===== src/rtl/pipe_ctrl.sv =====
// pipe_ctrl: central pipeline controller for the five-stage core.
// Merges per-stage stall requests into the 6-bit stall vector, converts MEM-stage
// exceptions into a single-cycle flush with a redirect PC, and enforces one
// recovery cycle after every flush. A watchdog flags runaway stalls.
// Optional feature macro: PIPE_CTRL_PERF_EN enables the stall-cycle and flush
// performance counters. When it is undefined, both ports read as zero.
module pipe_ctrl #(
    parameter int unsigned STALL_TIMEOUT = 1024,
    parameter logic [31:0] INT_VECTOR    = 32'h0000_0020,
    parameter logic [31:0] EXC_VECTOR    = 32'h0000_0040
) (
    input  logic        clk,
    input  logic        rst,
    input  logic        stallreq_from_if,
    input  logic        stallreq_from_id,
    input  logic        stallreq_from_ex,
    input  logic        stallreq_from_mem,
    input  logic [31:0] excepttype_i,
    input  logic [31:0] cp0_epc_i,
    output logic [5:0]  stall,
    output logic        flush,
    output logic [31:0] new_pc,
    output logic        stall_timeout,
    output logic [31:0] perf_stall_cycles,
    output logic [31:0] perf_flush_count
);

    localparam int unsigned    CW      = $clog2(STALL_TIMEOUT) + 1;
    localparam logic [CW-1:0]  CNT_MAX = CW'(STALL_TIMEOUT - 1);

    typedef enum logic [1:0] {
        RUN,
        STALLED,
        RECOVER
    } state_t;

    state_t        state;
    state_t        state_nxt;
    logic [CW-1:0] run_cnt;
    logic          timeout_q;

    logic [5:0]    stall_c;
    logic          flush_c;
    logic [31:0]   new_pc_c;

    // Same-cycle stall/flush/redirect decode and next-state selection
    always_comb begin
        stall_c   = '0;
        flush_c   = 1'b0;
        new_pc_c  = '0;
        state_nxt = RUN;
        if (state == RECOVER) begin
            // MEM holds a bubble and ID/EX/MEM requests are stale here
            if (stallreq_from_if) begin
                stall_c = 6'b000011;
            end
        end else if (excepttype_i != '0) begin
            flush_c   = 1'b1;
            state_nxt = RECOVER;
            case (excepttype_i)
                32'h0000_0001: new_pc_c = INT_VECTOR;
                32'h0000_000e: new_pc_c = cp0_epc_i;
                default:       new_pc_c = EXC_VECTOR;
            endcase
        end else if (stallreq_from_mem) begin
            stall_c = 6'b011111;
        end else if (stallreq_from_ex) begin
            stall_c = 6'b001111;
        end else if (stallreq_from_id) begin
            stall_c = 6'b000111;
        end else if (stallreq_from_if) begin
            stall_c = 6'b000011;
        end
        if (stall_c != '0) begin
            state_nxt = STALLED;
        end
    end

    assign stall         = rst ? '0   : stall_c;
    assign flush         = rst ? 1'b0 : flush_c;
    assign new_pc        = rst ? '0   : new_pc_c;
    assign stall_timeout = rst ? 1'b0 : timeout_q;

    // State register plus saturating consecutive-stall watchdog
    always_ff @(posedge clk) begin
        if (rst) begin
            state     <= RUN;
            run_cnt   <= '0;
            timeout_q <= 1'b0;
        end else begin
            state <= state_nxt;
            if (stall_c != '0 && !flush_c) begin
                if (run_cnt == CNT_MAX) begin
                    timeout_q <= 1'b1;
                end else begin
                    run_cnt <= run_cnt + 1'b1;
                end
            end else begin
                run_cnt <= '0;
            end
        end
    end

`ifdef PIPE_CTRL_PERF_EN
    logic [31:0] perf_stall_q;
    logic [31:0] perf_flush_q;

    // Free-running performance counters, wrapping modulo 2^32
    always_ff @(posedge clk) begin
        if (rst) begin
            perf_stall_q <= '0;
            perf_flush_q <= '0;
        end else begin
            if (stall_c != '0) begin
                perf_stall_q <= perf_stall_q + 32'd1;
            end
            if (flush_c) begin
                perf_flush_q <= perf_flush_q + 32'd1;
            end
        end
    end

    assign perf_stall_cycles = rst ? '0 : perf_stall_q;
    assign perf_flush_count  = rst ? '0 : perf_flush_q;
`else
    assign perf_stall_cycles = '0;
    assign perf_flush_count  = '0;
`endif

endmodule


===== config.mk =====
export PLATFORM = sky130hd
export DESIGN_NAME = pipe_ctrl
export DESIGN_NICKNAME = d
export VERILOG_FILES = /design/src/rtl/pipe_ctrl.sv
export SDC_FILE = /design/constraint.sdc
export NUM_CORES = 1
export LEC_CHECK = 0
export CORE_ASPECT_RATIO = 1.25
export CORE_MARGIN = 4
export CORE_UTILIZATION = 28
export CTS_CLUSTER_DIAMETER = 30
export DETAILED_ROUTE_END_ITERATION = 16
export GPL_TIMING_DRIVEN = 0
export PLACE_DENSITY = 0.81
export SYNTH_ARGS = -nofsm -noshare
export SYNTH_HDL_FRONTEND = slang
export SYNTH_SLANG_ARGS = --single-unit

===== constraint.sdc =====
create_clock -name clk -period 2.55 [get_ports clk]
set_input_delay 0.51 -clock clk [delete_from_list [all_inputs] [get_ports clk]]
set_output_delay 0.51 -clock clk [all_outputs]
set_load 0.05 [all_outputs]

## Word level (Yosys, flattened, before mapping)

Cells that the tools add are included.
W data, S select, Z words.

- Flip-flop bits (word level): 14
- Bits of input ports: 70
- Output and inout port bits: 104
- Word-level logic and storage cells: 35

- $add $sub $neg: 1
- Equality and inequality tests: 4
- Mux-type cells: 18
- Bitwise logic cells: 1
- Reduce and logical (&&, ||, !) cells: 7

Operators with widths:

| cell | number |
|---|---|
| $mux W32 | 3 |
| $pmux W32 S2 | 1 |
| $eq A32 B1 Y1 const B | 1 |
| $eq A32 B4 Y1 const B | 1 |
| $reduce_bool A32 Y1 | 1 |
| $mux W5 | 3 |
| $add A11 B1 Y11 const B | 1 |
| $eq A11 B10 Y1 const B | 1 |
| $mux W1 | 6 |
| $mux W6 | 1 |
| $reduce_bool A6 Y1 | 1 |
| $mux W2 | 2 |
| $mux W4 | 1 |
| $mux W3 | 1 |
| $reduce_or A3 Y1 | 1 |
| $eq A2 B2 Y1 const B | 1 |
| $reduce_and A2 Y1 | 1 |
| $reduce_or A2 Y1 | 1 |
| $logic_and A1 B1 Y1 | 1 |
| $logic_not A1 Y1 | 1 |
| $not A1 Y1 | 1 |

## Longest topological paths before layout

- Depth after elaboration: 10
- Depth in mapped cells: 6
- Gate-level depth less buffers: 5

## Worst setup path before layout

No wires, ideal clock.

- Path kind: input to output
- From: in excepttype_i[26]
- To: out stall[2]
- Arrival: 2819 ps
- Data required time: 2040 ps
- Setup slack: -779 ps
- Cell stages on the path: 4
- Path buffers: 0
- Cell sequence: nor4_1 > nand4_1 > or2_1 > nor4_1

- Word-level cells in the longest chain between the ends: 4

Ends and longest elaborated chain:

| element | RTL line | source |
|---|---|---|
| start, declared | 18 | `input logic [31:0] excepttype_i,` |
| $reduce_bool A32 Y1 | 57 | `end else if (excepttype_i != '0) begin` |
| $mux W5 | 57 |  |
| $mux W5 | 52 | `if (state == RECOVER) begin` |
| $mux W6 | 79 | `assign stall = rst ? '0 : stall_c;` |
| end, declared | 20 | `output logic [5:0] stall,` |

No other way between the ends.

## Worst setup path in the final report

- From: in excepttype_i[30]
- To: out new_pc[28]

- Word-level cells in the longest chain between the ends: 5
- Elaborated cells on any way between the ends: 7
- Classes of those cells: eq/ne (2); mux (4); reduce/logical (1)

Ends and longest elaborated chain:

| element | RTL line | source |
|---|---|---|
| $eq A32 B4 Y1 / $eq A32 B1 Y1 (equally long branches) | 60 | `case (excepttype_i)` |
| $pmux W32 S2 | 60 |  |
| $mux W32 (*) | 57 |  |
| $mux W32 (*) | 52 |  |
| $mux W32 (*) | 81 | `assign new_pc = rst ? '0 : new_pc_c;` |
| end, declared | 22 | `output logic [31:0] new_pc,` |

Mark *: on every way between the ends. The rest lies on a longest branch, timed or not.

==> reports/metrics.yaml <==
logic_synthesis:
  netlist_area_um2: 1570
  synth_edf_count: 0
  seq_area_frac_synth_pct: 17.8
  postSynthAreaPerCell_um2: 7.67
  yosysWarnings: 0
  syn_inst: 205
  ys.flop_type: "dfxtp_1"
  ys_ff_latch: 14
  synth-async-reset-ratio_pct: 0
  synth_cell_types: 36
floorplan:
  die_area_um2: 6890
  rows: 30
  io_pins: 174
  die_h_um: 91.8
  fp.dieW_um: 75.0
  initial_utilization_pct: 28.9
  coreArea_um2: 5440
clock_tree:
  cts_tree: "built"
  clk_latency_ns: 0.24
  cts_buffers: 3
  cts_sinks: 14
  cts_root_buffer: "clkbuf_8"
  h-tree-depth: 1
  clkTransAtPathRegs_ns: 0.05
  ctsLongestPathBuffers: 2
timing:
  skew_ns: 0.00106
  fin_crit_sh_pct: 101
  fin_ws_ns: -0.0263
  hold_viol_final: 0
  rsz0062_at_grt: "true"
  timing.hold.ws_ns: 0.460
  max_slew_margin_pct: 64.1
  setup_viol: 30
  max_slew.worst_pin.slew_ns: 0.540
  period_minus_slack_ns: 2.58
  fmax_mhz: 388
  maxSlewViolCount: 0
layout:
  syn_to_final_growth_pct: 124
  multiInputGateArea_um2: 1260
  nNetsFinal: 462
  num_antenna_cells: 0
  fillers: 435
  drive_above_1_share_pct: 49.9
  area.sequential_um2: 280
  fin_cells: 453
  design_area_um2: 3520
global_route:
  grt_overflow: 0
  busiest_layer: "met2"
  antenna_found_initial: 0
  grt_use_met3_pct: 4.71
  grt_pass1_wl_mm: 8.89
  grt_pass1_vias: 1841
  grt_max_degree: 11
  grtUsageMet2_pct: 31.5
  grtUsageTotal_pct: 16.5
  met1_usage_pct: 16.1
drt:
  drt_wl_total_mm: 6.38
  drc_errors: 0
  vias: 1881
  dr.pass1.iters: 4
  ant_nets: 0
  vias_per_cell: 4.15
  drtIter0Drc: 33
  wl_per_cell_um: 14.1
critical_path:
  end_kind: "output port"
  crit_fanout: 6
  cpPeakStageDelay_ns: 0.26
  cp_slowest_cell: "nor4_4"
  required_ns: 2.04
  r2r_slack_ns: 1.03
  cp.arrival_ns: 2.07
  crit_type: "in2out"
  path_cells: "clkdlybuf4s15_1 > nor4_4 > nand4_1 > buf_6 > nor4_4 > buf_6 > buf_8 > and2_4 > buf_8"
  start_kind: "input pin"
placed_design:
  io_buffers: 108
  gp_congestion: 0.815
  dpl-instance-area_um2: 3010
  dp_hpwl_mm: 4.74
  pre_cts_ws_ns: -1.17
  dp_cells: 441
flow_run:
  max_cap_violations: 0
run_status:
  status: "finished, violations left"
  violations: "negative setup slack"
min_path:
  hold_path.class: "reg2reg"
pwr:
  ir_drop_uv: 200
  p_leak_nw: 1.69
  p_per_area_nw_per_um2: 256
  power.total_mw: 0.899
==> state kept, by name (all words and copies together), names as in the netlist <==
signal,flops
run_cnt,11
state,2
timeout_q,1
==> cell type report <==
| class | count | share of cell area [%] |
|---|---|---|
| repair buffers | 119 | 36.5 |
| plain buffers | 70 | 15.8 |
| flip-flops and latches | 14 | 7.97 |
| multi-input cells | 179 | 35.8 |
| well taps | 64 | 2.28 |
| clock buffers | 3 | 1.17 |
| inverters | 4 | 0.427 |
==> synthesized netlist by cell type, drive strengths merged, types with 4 or more instances <==
library cell,instances,share of area (%)
nor3,14,7.0
inv,4,0.95
nor4,11,4.8
nand3,4,1.3
and2,32,13
o21ai,6,1.9
nand2,5,1.2
buf,68,33
mux2i,4,2.5
nand2b,4,1.6
nor2,9,2.1
dfxtp,14,18
clkbuf,4,0.95
==> worst max-delay path, delay by kind of cell <==
family / cells / cell delay, ns
simple gates: 4 / 0.71
buf+inv: 5 / 0.84
==> report_power, final <==
group,internal [mW],switching (mW)
Sequential,0.223,0.00238
Combinational,0.180,0.316
Clock,0.104,0.0736
==> metrics by stage <==
step,util [%],setup TNS (ns)
6_report,64.6,-0.476
5_1_grt,64.6,-2.85
4_1_cts,62.8,0
3_5_place_dp,55.3,-40.99
3_3_place_gp,55.3,-40.11
2_1_floorplan,-,-0.686
==> layer usage <==
metal / share of wire, % / up-vias
met3: 13 / 12
met4: 2.9 / 0
met1: 29 / 833
li1: - / 928
met2: 55 / 108
met5: 0 / -
==> timing repair <==
item / 4_1_cts / 5_1_grt
setup buffers: 8 / 0
endpoints found under the setup margin: 38 / 39
gates resized for setup: 380 / 58
gates cloned: 3 / 0
hold buffers: 0 / 0
pin swaps: 24 / 30
==> cell usage in the layout, fill, tap and decap left out, drive strengths merged <==
| master | instances |
|---|---|
| o31ai | 2 |
| clkdlybuf4s50 | 37 |
| buf | 120 |
| dlygate4sd2 | 10 |
| a211oi | 1 |
| mux2i | 4 |
| and3 | 1 |
| nand4 | 2 |
| xnor2 | 1 |
| or2 | 2 |
| nand3 | 4 |
| clkdlybuf4s15 | 11 |
| and2 | 32 |
| conb | 65 |
| nor3 | 14 |
| nor4 | 11 |
| nand2b | 4 |
| ha | 1 |
| nor2 | 9 |
| inv | 4 |
| nand2 | 5 |
| o21ai | 6 |
| or3 | 2 |
| xor2 | 2 |
| dlymetal6s2s | 1 |
| nand3b | 1 |
| dfxtp | 14 |
| a22oi | 1 |
| o21bai | 2 |
| clkbuf | 13 |
| a21oi | 2 |
| a2111oi | 1 |
| o31a | 1 |
| nand4b | 2 |
| o211ai | 1 |
==> cells by family (layout without fill, tap and decap cells) <==
group | after synthesis | after routing | share of synthesized area [%]
mux | 4 | 4 | 2.55
other cells | 1 | 65 | 0.238
fa+ha+maj | 1 | 1 | 0.795
compound gates | 17 | 17 | 7.40
xor+xnor | 3 | 3 | 1.67
simple gates | 89 | 89 | 35.1
flops | 14 | 14 | 17.8
buf+inv | 76 | 196 | 34.4
==> path summary, 6_finish.rpt <==
path,start,to,cells past startpoint
min reg2reg,timeout_q,timeout_q,2
max,excepttype_i[30],new_pc[28],9
max reg2reg,run_cnt[3],run_cnt[5],4
min,timeout_q,timeout_q,2
Power figures use the tool's default switching activity.
